<file path="config.mk">
export PLATFORM = sky130hd
export DESIGN_NAME = multicycle_control_unit
export DESIGN_NICKNAME = d
export VERILOG_FILES = /design/src/rtl/multicycle_control_unit.sv
export SDC_FILE = /design/constraint.sdc
export NUM_CORES = 1
export LEC_CHECK = 0
export BUFFER_PORTS_ARGS = -buffer_cell sky130_fd_sc_hd__buf_2
export CAP_MARGIN = 20
export CORE_MARGIN = 2
export CORE_UTILIZATION = 50
export DETAILED_ROUTE_END_ITERATION = 8
export PLACE_DENSITY = 0.86
export SETUP_SLACK_MARGIN = 0.4
export SLEW_MARGIN = 20
export SYNTH_ARGS = -nofsm -noshare
export SYNTH_HDL_FRONTEND = slang
export SYNTH_SLANG_ARGS = --single-unit
</file>
<file path="constraint.sdc">
create_clock -name clk -period 1.77 [get_ports clk]
set_input_delay 0.177 -clock clk [delete_from_list [all_inputs] [get_ports clk]]
set_output_delay 0.177 -clock clk [all_outputs]
set_load 0.02 [all_outputs]
</file>
<file path="src/rtl/multicycle_control_unit.sv">
// Multi-cycle RV32I control FSM: fetch/decode/execute/memory/writeback sequencing,
// memory handshake with timeout trap, illegal-opcode trap and a retired-instruction counter.
module multicycle_control_unit #(
    parameter int OPCODE_W     = 7,
    parameter int ALUOP_W      = 2,
    parameter int CNT_W        = 16,
    parameter int MEM_TIMEOUT  = 8,
    parameter int ENABLE_ITYPE = 1
) (
    input  logic                clk,
    input  logic                reset,
    input  logic [OPCODE_W-1:0] instr_op,
    input  logic                mem_ready,
    output logic                Branch,
    output logic                MemRead,
    output logic                MemToReg,
    output logic [ALUOP_W-1:0]  ALUOp,
    output logic                MemWrite,
    output logic                ALUSrc,
    output logic                RegWrite,
    output logic                PCWrite,
    output logic                IRWrite,
    output logic                illegal_op,
    output logic                mem_timeout,
    output logic [3:0]          state,
    output logic [CNT_W-1:0]    retired
);

    localparam logic [3:0] S_FETCH    = 4'd0;
    localparam logic [3:0] S_DECODE   = 4'd1;
    localparam logic [3:0] S_EXEC_R   = 4'd2;
    localparam logic [3:0] S_EXEC_I   = 4'd3;
    localparam logic [3:0] S_MEM_ADDR = 4'd4;
    localparam logic [3:0] S_MEM_RD   = 4'd5;
    localparam logic [3:0] S_MEM_WR   = 4'd6;
    localparam logic [3:0] S_WB_ALU   = 4'd7;
    localparam logic [3:0] S_WB_MEM   = 4'd8;
    localparam logic [3:0] S_BRANCH   = 4'd9;
    localparam logic [3:0] S_TRAP     = 4'd15;

    localparam logic [OPCODE_W-1:0] OP_RTYPE  = OPCODE_W'(7'b0110011);
    localparam logic [OPCODE_W-1:0] OP_ITYPE  = OPCODE_W'(7'b0010011);
    localparam logic [OPCODE_W-1:0] OP_LOAD   = OPCODE_W'(7'b0000011);
    localparam logic [OPCODE_W-1:0] OP_STORE  = OPCODE_W'(7'b0100011);
    localparam logic [OPCODE_W-1:0] OP_BRANCH = OPCODE_W'(7'b1100011);

    localparam logic [ALUOP_W-1:0] ALU_ADD   = ALUOP_W'(2'b00);
    localparam logic [ALUOP_W-1:0] ALU_SUB   = ALUOP_W'(2'b01);
    localparam logic [ALUOP_W-1:0] ALU_FUNCT = ALUOP_W'(2'b10);

    // Counter only needs to reach MEM_TIMEOUT-1: the cycle that would hit the limit traps instead.
    localparam int                WAIT_W     = (MEM_TIMEOUT > 1) ? $clog2(MEM_TIMEOUT) : 1;
    localparam logic [WAIT_W-1:0] WAIT_LIMIT = WAIT_W'(MEM_TIMEOUT - 1);

    logic [3:0]          state_q,   state_d;
    logic [OPCODE_W-1:0] op_q,      op_d;
    logic [WAIT_W-1:0]   wait_q,    wait_d;
    logic [CNT_W-1:0]    retired_q, retired_d;
    logic                illegal_q, illegal_d;
    logic                timeout_q, timeout_d;
    logic                retire_s;
    logic                waiting_s;

    // Next-state, trap flags, wait counter and retire counter.
    always_comb begin
        state_d   = state_q;
        op_d      = op_q;
        illegal_d = illegal_q;
        timeout_d = timeout_q;
        retire_s  = 1'b0;
        waiting_s = 1'b0;
        case (state_q)
            S_FETCH: begin
                if (mem_ready) begin
                    state_d = S_DECODE;
                end else begin
                    waiting_s = 1'b1;
                end
            end
            S_DECODE: begin
                op_d = instr_op;
                case (instr_op)
                    OP_RTYPE: state_d = S_EXEC_R;
                    OP_ITYPE: begin
                        if (ENABLE_ITYPE != 0) begin
                            state_d = S_EXEC_I;
                        end else begin
                            state_d   = S_TRAP;
                            illegal_d = 1'b1;
                        end
                    end
                    OP_LOAD, OP_STORE: state_d = S_MEM_ADDR;
                    OP_BRANCH:         state_d = S_BRANCH;
                    default: begin
                        state_d   = S_TRAP;
                        illegal_d = 1'b1;
                    end
                endcase
            end
            S_EXEC_R, S_EXEC_I: state_d = S_WB_ALU;
            S_MEM_ADDR: begin
                if (op_q == OP_LOAD) begin
                    state_d = S_MEM_RD;
                end else begin
                    state_d = S_MEM_WR;
                end
            end
            S_MEM_RD: begin
                if (mem_ready) begin
                    state_d = S_WB_MEM;
                end else begin
                    waiting_s = 1'b1;
                end
            end
            S_MEM_WR: begin
                if (mem_ready) begin
                    state_d  = S_FETCH;
                    retire_s = 1'b1;
                end else begin
                    waiting_s = 1'b1;
                end
            end
            S_WB_ALU, S_WB_MEM, S_BRANCH: begin
                state_d  = S_FETCH;
                retire_s = 1'b1;
            end
            S_TRAP:  state_d = S_TRAP;
            default: state_d = S_TRAP;
        endcase

        if (waiting_s && (MEM_TIMEOUT != 0) && (wait_q == WAIT_LIMIT)) begin
            state_d   = S_TRAP;
            timeout_d = 1'b1;
        end else begin
            timeout_d = timeout_d;
        end

        if (waiting_s && (state_d == state_q)) begin
            wait_d = wait_q + WAIT_W'(1);
        end else begin
            wait_d = {WAIT_W{1'b0}};
        end

        if (retire_s) begin
            retired_d = retired_q + CNT_W'(1);
        end else begin
            retired_d = retired_q;
        end
    end

    // State and counter registers.
    always_ff @(posedge clk or posedge reset) begin
        if (reset) begin
            state_q   <= S_FETCH;
            op_q      <= {OPCODE_W{1'b0}};
            wait_q    <= {WAIT_W{1'b0}};
            retired_q <= {CNT_W{1'b0}};
            illegal_q <= 1'b0;
            timeout_q <= 1'b0;
        end else begin
            state_q   <= state_d;
            op_q      <= op_d;
            wait_q    <= wait_d;
            retired_q <= retired_d;
            illegal_q <= illegal_d;
            timeout_q <= timeout_d;
        end
    end

    // Moore control decode; everything is held low while reset is asserted.
    always_comb begin
        Branch   = 1'b0;
        MemRead  = 1'b0;
        MemToReg = 1'b0;
        ALUOp    = ALU_ADD;
        MemWrite = 1'b0;
        ALUSrc   = 1'b0;
        RegWrite = 1'b0;
        PCWrite  = 1'b0;
        IRWrite  = 1'b0;
        if (reset) begin
            ALUOp = ALU_ADD;
        end else begin
            case (state_q)
                S_FETCH: begin
                    MemRead = 1'b1;
                    IRWrite = mem_ready;
                    PCWrite = mem_ready;
                end
                S_EXEC_R: ALUOp = ALU_FUNCT;
                S_EXEC_I: begin
                    ALUOp  = ALU_FUNCT;
                    ALUSrc = 1'b1;
                end
                S_MEM_ADDR: ALUSrc = 1'b1;
                S_MEM_RD: begin
                    MemRead = 1'b1;
                    ALUSrc  = 1'b1;
                end
                S_MEM_WR: begin
                    MemWrite = 1'b1;
                    ALUSrc   = 1'b1;
                end
                S_WB_ALU: RegWrite = 1'b1;
                S_WB_MEM: begin
                    RegWrite = 1'b1;
                    MemToReg = 1'b1;
                end
                S_BRANCH: begin
                    Branch = 1'b1;
                    ALUOp  = ALU_SUB;
                end
                default: ALUOp = ALU_ADD;
            endcase
        end
    end

    assign state       = state_q;
    assign retired     = retired_q;
    assign illegal_op  = illegal_q;
    assign mem_timeout = timeout_q;

endmodule

</file>
== After elaboration in Yosys (flattened, before gate mapping) ==
Index checks and enable logic that the tools add are counted.
Widths: inputs -> output; s select.
Storage, ports and cells
  flip-flop bits (word level): 32
  input bits: 10
Cells by class
  $add $sub $neg: 2
  equality and inequality tests: 17
  multiplexer cells: 28
  bitwise operators: 1
  reduce and logical (&&, ||, !) cells: 12
Operators by type and width (number)
  $pmux 4 s7: 1
  $mux 1: 17
  $add 16x1->16 const B: 1
  $eq 4x3->1 const B: 4
  $mux 4: 4
  $pmux 4 s4: 1
  $eq 7x2->1 const B: 2
  $eq 7x6->1 const B: 2
  $eq 4x2->1 const B: 2
  $eq 4x4->1 const B: 2
  $reduce_or 2->1: 4
  $eq 7x5->1 const B: 1
  $eq 7x7->1 const B: 1
  $reduce_or 3->1: 2
  $reduce_or 5->1: 1
  $eq 4x1->1 const B: 1
  $eq 4x4->1: 1
  $logic_not 4->1: 1
  $mux 2: 2
  $pmux 2 s2: 1
  $reduce_or 4->1: 1
  $add 3x1->3 const B: 1
  $eq 3x3->1 const B: 1
  $mux 3: 1
  other kinds (4): 5

== Longest topological paths before layout ==
Gate-level depths: netlist of the first run.
  depth in word-level cells: 8
  gate-level depth with buffers: 6
  depth with buffers taken out: 5

== Worst setup path before layout of the first run ==
No wires, ideal clock.
  path kind: flip-flop to output port
  from: reg state_q[1] (netlist: state[1])
  to: out ALUOp[0]
  arrival time: 1.839 ns
  data required time: 1.593 ns
  path slack: -0.246 ns
  cell stages (with the launch flop): 5
  buffers on the path: 3
  cells stage by stage: dfrtp_1 buf_6 clkbuf_8 nor4_1 buf_4
On the way
  word-level cells in the longest chain between the ends: 4
RTL lines
  from (decl): RTL line 55  | logic [3:0] state_q, state_d;
  from (signal assigned): RTL line 161  | state_q <= state_d;
  $eq 4x2->1: RTL line 184  | case (state_q)
  $reduce_or 2->1 (no line)
  $pmux 2 s2 (*): RTL line 184
  $mux 2 (*): RTL line 181  | if (reset) begin
  to (decl): RTL line 17  | output logic [ALUOP_W-1:0] ALUOp,
Every way passes the cells marked *; elsewhere a longest branch is shown, timed or not.

== Final worst setup path of the first run ==
  from: reg state_q[1] (netlist: state[1])
  to: reg retired_q[4] (netlist: retired[4])
On the way
  word-level cells in the longest chain between the ends: 3
RTL lines
  $eq 4x4->1 or $eq 4x3->1 (tied branches): RTL line 72  | case (state_q)
  $reduce_or 3->1: RTL line 72
  $pmux 1 s2 (*): RTL line 72
  to (signal assigned): RTL line 157  | retired_q <= {CNT_W{1'b0}};
  to (signal assigned): RTL line 164  | retired_q <= retired_d;
  to (decl): RTL line 58  | logic [CNT_W-1:0] retired_q, retired_d;
Marked as above.
A chain may end at the register's enable or synchronous reset.

==> results of run 1 <==
==> sequential cells by signal, summed over array words and instances (netlist names) <==
| signal | count |
|---|---|
| mem_timeout | 1 |
| op_q | 7 |
| retired | 16 |
| wait_q | 3 |
| illegal_op | 1 |
| state | 4 |
==> synthesized netlist by cell type (2+ instances only) <==
| cell | count | area share |
|---|---|---|
| nor2b_1 | 2 | 0.0073 |
| buf_6 | 3 | 0.020 |
| ha_1 | 3 | 0.022 |
| nor3_1 | 5 | 0.015 |
| xor2_1 | 6 | 0.031 |
| nand3b_1 | 2 | 0.0088 |
| o31ai_1 | 2 | 0.0088 |
| nor3b_1 | 5 | 0.022 |
| a21o_1 | 2 | 0.0088 |
| nand2_1 | 12 | 0.026 |
| inv_1 | 4 | 0.0088 |
| nand4_1 | 4 | 0.015 |
| buf_4 | 3 | 0.013 |
| nor3_2 | 2 | 0.012 |
| mux2_2 | 8 | 0.053 |
| o21ai_0 | 4 | 0.012 |
| nor2_1 | 11 | 0.024 |
| nor4_1 | 3 | 0.011 |
| nand2b_1 | 3 | 0.011 |
| a21oi_1 | 2 | 0.0059 |
| dfrtp_1 | 32 | 0.47 |
| and3_1 | 4 | 0.015 |
| nand3_1 | 10 | 0.029 |
| xnor2_1 | 10 | 0.051 |
==> per-stage QoR <==
stage | utilization | area, um2 | TNS [ns]
after floorplan | - | 1790 | 0
after global placement | 0.619 | 2050 | 0
after detailed placement | 0.619 | 2050 | 0
after CTS | 0.762 | 2520 | 0
after global routing | 0.826 | 2740 | -1.23
final | 0.826 | 2740 | -0.916
==> cell type report <==
class,instances,area (um2)
Timing Repair Buffer,84,636
Clock buffer,6,41.3
Clock inverter,2,35.0
Sequential cell,32,806
Tap cell,46,57.6
Fill cell,170,576
Inverter,4,15.0
Multi-Input combinational cell,116,1140
==> critical path: stages, from the launching register on <==
cell and delay [ns]:
dfrtp_2 0.49, buf_6 0.13, nand3b_1 0.16, buf_6 0.17, o22ai_4 0.17, nand4_4 0.22
buf_4 0.21, buf_6 0.11, xnor2_1 0.18
==> power by group through the flow <==
stage / combinational (uW) / clock, uW / sequential (uW)
after floorplan: 1080 / 0 / 1250
after global placement: 1410 / 0 / 1220
after detailed placement: 1440 / 0 / 1240
after CTS: 2240 / 561 / 1180
after global routing: 2920 / 611 / 1240
final: 2820 / 565 / 1220
==> path summary, 6_finish.rpt <==
check / to / slack, ns / cells after the start
max in group asynchronous: state[2]$_DFF_PP0_ / 0.93 / 4
worst max-delay path: retired[4]$_DFFE_PP0P_ / -0.16 / 8
worst min register to register: illegal_op$_DFFE_PP0P_ / 0.47 / 1
min in group asynchronous: mem_timeout$_DFFE_PP0P_ / 0.40 / 3
worst max register to register: retired[4]$_DFFE_PP0P_ / -0.16 / 8
worst min-delay path: op_q[3]$_DFFE_PP0P_ / 0.08 / 2
==> per-layer routing <==
metal / routed length (um) / vias to the layer above
li1: - / 741
met4: 379 / 0
met3: 410 / 35
met5: 0 / -
met2: 3120 / 114
met1: 2260 / 868
==> what timing repair did <==
action | in CTS | in global routing
endpoints found under the hold margin | 2 | 0
buffers inserted | 26 | 6
setup endpoints to repair | 39 | 43
hold buffers | 1 | 0
pin swaps | 19 | 14
gates cloned | 0 | 0
resized for setup | 49 | 35
==> kinds of logic after synthesis <==
kind of cell / Yosys count / synth area share
fa+ha+maj: 3 / 0.0220
xor+xnor: 16 / 0.0820
buf+inv: 12 / 0.0527
flops: 32 / 0.469
compound gates: 19 / 0.0871
simple gates: 70 / 0.235
mux: 8 / 0.0527
==> reports/results.tsv, run 1 <==
stage	metric	value	unit
outcome	run status	finished, violations left	
outcome	failing checks	negative setup slack	
timing	final hold vios	0	
power	P_int	2580	uW
yosys	Synth Flop Type	dfrtp_1	
power	Combinational Power Share	0.612	
placement	Place WS	0.0583	ns
yosys	Mapped Nets	173	
critical_path	Crit Path Class	flip-flop to flip-flop	
route	Routed Wire Length	6170	um
critical_path	Crit Reg-Reg Startpoint	state[1]$_DFF_PP0_	
grt	initial antenna violation count	0	
critical_path	Req. time, crit path	2.03	ns
route	Pre-antenna DRT Iters	4	
placement	placed cells	249	
timing	setup ws final	-0.156	ns
power	cell area power density	1680	mW/mm2
finish	most common cell after layout, fill and taps aside	buf_2	
yosys	asr flop ratio synth	1.00	
grt	met1 Track Usage GR	0.329	
clock_tree	latest clock arrival within the worst-skew pair	0.34	ns
yosys	Synth Register Bits	32	
floorplanning	Site Rows	21	
critical_path	CP startpoint	state[1]$_DFF_PP0_	
timing	period utilization	1.09	
finish	area added between synthesis and finish	60.0	%
critical_path	endpoint class of the critical path	flip-flop	
finish	most frequent cells in the layout	32 x buf_2, 30 x buf_4, 28 x dfrtp_1	
floorplanning	# IOs	42	
grt	GRT Overall Usage	0.277	
yosys	synthesized instance count	160	
power	total power	4610	uW
placement	Port Buffers	41	
timing	slew margin rel.	0.732	
yosys	Post-synth EDFFs	0	
grt	first-pass GRT wire length	8310	um
grt	largest net degree at the start of global routing	17	
clock_tree	CTS tree	done	
power	worst vdd ir	1200	uV
clock_tree	CTS Buffer Depth	2	
grt	gr busiest metal	met2	
floorplanning	Die Y	62.5	um
critical_path	Worst EP arrival	2.19	ns
critical_path	Worst setup SP type	flip-flop	
grt	met2 global-route usage	0.461	
power	Switching Power	2030	uW
finish	Non-Filler Instances	290	
route	Starting DRT DRC Count	167	
timing	Max Freq	519	MHz
power	Clock Power Share	0.123	
yosys	sequential share of the synthesized area	0.469	
grt	grt met3 use	0.0559	
route	DRC Markers	0	
finish	diodes inserted	0	
grt	global route overflow	0	
floorplanning	core region area	0.00331	mm2
floorplanning	Die X	62.5	um
floorplanning	die area	0.00390	mm2
finish	Final nets	256	
power	Reg power frac	0.265	
critical_path	CP Max Fanout	7	
floorplanning	initial core utilization	0.516	
clock_tree	clk slew on worst S/H paths	0.11	ns
placement	HPWL Detailed	2690	um
route	Final ANT Viol Nets	0	
timing	RSZ-0062 raised after global routing	true	
route	WL/cell	21.3	um
yosys	synthesized area	0.00171	mm2
yosys	Yosys cell types	42	
clock_tree	Inserted Clock Buffers	5	
timing	clock skew	0.00762	ns
route	routed vias	1758	
finish	layout cell share with drive strength beyond 1	0.611	
grt	vias in the first global route	1711	
min_path	worst min path class	primary input to flip-flop	
timing	Slew @ Worst Pin	0.400	ns
clock_tree	Clock H-tree levels	2	
timing	final slew viol count	0	
timing	WHS	0.0789	ns
placement	Placer Congestion	0.846	
clock_tree	CTS Root Cell	clkbuf_4	
clock_tree	CTS sink count	32	
power	Switching Fraction	0.440	
timing	Final Critical Period	1.93	ns
power	leakage power	0.00135	uW
yosys	Synth Area per Inst	10.7	um2
min_path	hold_sp	instr_op[3]	
yosys	YS warnings	0	
run	total of max-cap violations	0	
timing	Final setup viols	11	
route	DR vias/cell	6.06	
No activity file was read; power rests on OpenSTA's default activity.
==> inputs of run 2 (changes only) <==
CORE_UTILIZATION = 35   (was 50)
PLACE_DENSITY = 0.66   (was 0.86)
REMOVE_ABC_BUFFERS = 1   (was default)
==> reports/results.tsv, run 2 (synthesis gave the netlist of run 1 again) <==
stage	metric	value	unit	change
clock_tree	CTS Root Cell	clkbuf_8		was clkbuf_4
finish	Final nets	251		was 256
critical_path	endpoint class of the critical path	flip-flop		unchanged
grt	largest net degree at the start of global routing	33		was 17
grt	GRT Overall Usage	0.167		was 0.277
timing	Slew @ Worst Pin	0.537	ns	was 0.400 ns
timing	slew margin rel.	0.639		was 0.732
power	Combinational Power Share	0.605		was 0.612
finish	flip-flop count of the largest register after layout	16		unchanged
timing	Max Freq	584	MHz	was 519 MHz
critical_path	worst-path cell chain	or4_4 > nor3_4 > nand3b_4 > a41oi_4 > nor3_2		was buf_6 > nand3b_1 > buf_6 > o22ai_4 > nand4_4 > buf_4 > buf_6 > xnor2_1
clock_tree	Inserted Clock Buffers	5		unchanged
critical_path	Req. time, crit path	1.98	ns	was 2.03 ns
critical_path	CP Max Fanout	3		was 7
placement	dpl cell area	0.00201	mm2	was 0.00205 mm2
placement	HPWL Detailed	2510	um	was 2690 um
critical_path	slowest stage cell on the critical path	or4_4		was dfrtp_2
finish	layout cell share with drive strength beyond 1	0.615		was 0.611
critical_path	Worst EP arrival	1.92	ns	was 2.19 ns
power	cell area power density	1620	mW/mm2	was 1680 mW/mm2
route	Routed Wire Length	4450	um	was 6170 um
min_path	worst min path class	primary input to asynchronous set/reset pin		was primary input to flip-flop
critical_path	Worst setup SP type	flip-flop		unchanged
route	routed vias	1498		was 1758
clock_tree	CTS sink count	32		unchanged
clock_tree	Clock H-tree levels	2		unchanged
floorplanning	die area	0.00546	mm2	was 0.00390 mm2
route	Starting DRT DRC Count	43		was 167
finish	most common cell after layout, fill and taps aside	buf_2		unchanged
finish	most frequent cells in the layout	32 x buf_2, 29 x dfrtp_1, 22 x buf_4, 22 x buf_6, 9 x nand2_1		was 32 x buf_2, 30 x buf_4, 28 x dfrtp_1
outcome	run status	finished, final reports clean		was finished, violations left
route	DR vias/cell	4.90		was 6.06
timing	clock skew	0.00480	ns	was 0.00762 ns
floorplanning	Site Rows	25		was 21
critical_path	R2R depth	5		was 8
power	P_int	2680	uW	was 2580 uW
placement	Port Buffers	41		unchanged
grt	global route overflow	0		unchanged
power	Clock Power Share	0.130		was 0.123
finish	diodes inserted	0		unchanged
critical_path	CP peak stage delay	0.55	ns	was 0.49 ns
critical_path	Crit Path Class	flip-flop to flip-flop		unchanged
finish	# fillers	392		was 170
grt	vias in the first global route	1466		was 1711
timing	final slew viol count	0		unchanged
timing	Total Neg Setup Slack	0	ns	was -0.916 ns
timing	RSZ-0062 raised after global routing	true		unchanged
critical_path	flop2flop setup slack	0.06	ns	was -0.16 ns
clock_tree	CTS Buffer Depth	2		unchanged
grt	first-pass GRT wire length	6930	um	was 8310 um
route	DRC Markers	0		unchanged
timing	period utilization	0.967		was 1.09
run	total of max-cap violations	0		unchanged
floorplanning	initial core utilization	0.362		was 0.516
floorplanning	# IOs	42		unchanged
finish	Design Area, Final	0.00277	mm2	was 0.00274 mm2
route	WL/cell	14.5	um	was 21.3 um
timing	Final setup viols	0		was 11
power	Switching Power	1810	uW	was 2030 uW
floorplanning	core region area	0.00472	mm2	was 0.00331 mm2
route	Final ANT Viol Nets	0		unchanged
power	Reg power frac	0.265		about the same
timing	final hold vios	0		unchanged
clock_tree	latest clock arrival within the worst-skew pair	0.28	ns	was 0.34 ns
critical_path	Crit Reg-Reg Startpoint	op_q[2]$_DFFE_PP0P_		was state[1]$_DFF_PP0_
finish	area added between synthesis and finish	61.9	%	was 60.0%
route	Pre-antenna DRT Iters	4		unchanged
floorplanning	Die X	73.9	um	was 62.5 um
floorplanning	Die Y	73.9	um	was 62.5 um
placement	Placer Congestion	0.825		was 0.846
timing	Final Critical Period	1.71	ns	was 1.93 ns
clock_tree	CTS tree	done		unchanged
power	leakage power	0.00134	uW	was 0.00135 uW
grt	initial antenna violation count	0		unchanged
critical_path	Crit Reg-Reg Endpoint	wait_q[0]$_DFF_PP0_		was retired[4]$_DFFE_PP0P_
power	Switching Fraction	0.403		was 0.440
clock_tree	clk slew on worst S/H paths	0.07	ns	was 0.11 ns
power	worst vdd ir	704	uV	was 1200 uV
[run 2: area by class of cell]
class                   count  area, um2  share of cell area
inverters                   4       15.0             0.00542
clock inverters             2       10.0             0.00362
well taps                  67       83.8              0.0303
multi-input cells         116       1140               0.413
flip-flops and latches     32        805               0.291
clock buffers               6       82.6              0.0298
repair buffers             79        628               0.227
[run 2: what timing repair did]
action | in CTS | in global routing
endpoints found under the hold margin | 0 | 0
buffers inserted | 16 | 10
hold buffers | 0 | 0
endpoints found under the setup margin | 42 | 42
pin swaps | 24 | 15
gates resized for setup | 67 | 34
[run 2: power by group through the flow]
stage | clock network, uW | logic (uW) | registers [uW]
after global placement | 0 | 1480 | 1150
final | 582 | 2720 | 1190
after detailed placement | 0 | 1480 | 1160
after floorplan | 0 | 767 | 1320
after global routing | 624 | 2890 | 1220
after CTS | 592 | 2370 | 1160
[run 2: through the flow]
| step | hold WS, ns | utilization | worst slack [ns] | std cells | total power (uW) |
|---|---|---|---|---|---|
| after floorplan | 0.293 | - | -0.767 | 152 | 2090 |
| after global placement | 0.352 | 0.426 | 0.112 | 272 | 2630 |
| after detailed placement | 0.352 | 0.426 | 0.0587 | 272 | 2640 |
| after CTS | 0.0669 | 0.541 | 0.117 | 296 | 4120 |
| after global routing | 0.135 | 0.586 | -0.0455 | 306 | 4740 |
| final | 0.0800 | 0.586 | 0.0588 | 306 | 4490 |
[run 2: critical path, delay by kind of cell (launching register included)]
kind	cells	cell delay, ns
and+or+nand+nor	4	1.10
AOI/OAI and AO/OA	1	0.15
DFF	1	0.39
[run 2: how the worst max path moves through the flow]
stage,startpoint,to,slack (ns),cells past startpoint
floorplan,state[0]$_DFF_PP0_,wait_q[1]$_DFF_PP0_,-0.77,5
finish,op_q[2]$_DFFE_PP0P_,wait_q[0]$_DFF_PP0_,0.06,5
global route,op_q[2]$_DFFE_PP0P_,wait_q[0]$_DFF_PP0_,-0.05,5
detailed placement,op_q[2]$_DFFE_PP0P_,wait_q[2]$_DFF_PP0_,0.06,5
CTS,op_q[2]$_DFFE_PP0P_,wait_q[0]$_DFF_PP0_,0.12,5
global placement,state[2]$_DFF_PP0_,retired[15]$_DFFE_PP0P_,0.11,5
[run 2: layer usage]
| metal | GRT usage | vias up | part of all wire |
|---|---|---|---|
| li1 | - | 723 | - |
| met1 | 0.208 | 738 | 0.42 |
| met2 | 0.279 | 31 | 0.52 |
| met3 | 0.0562 | 6 | 0.044 |
| met4 | 0.0404 | 0 | 0.0099 |
| met5 | 0 | - | 0 |
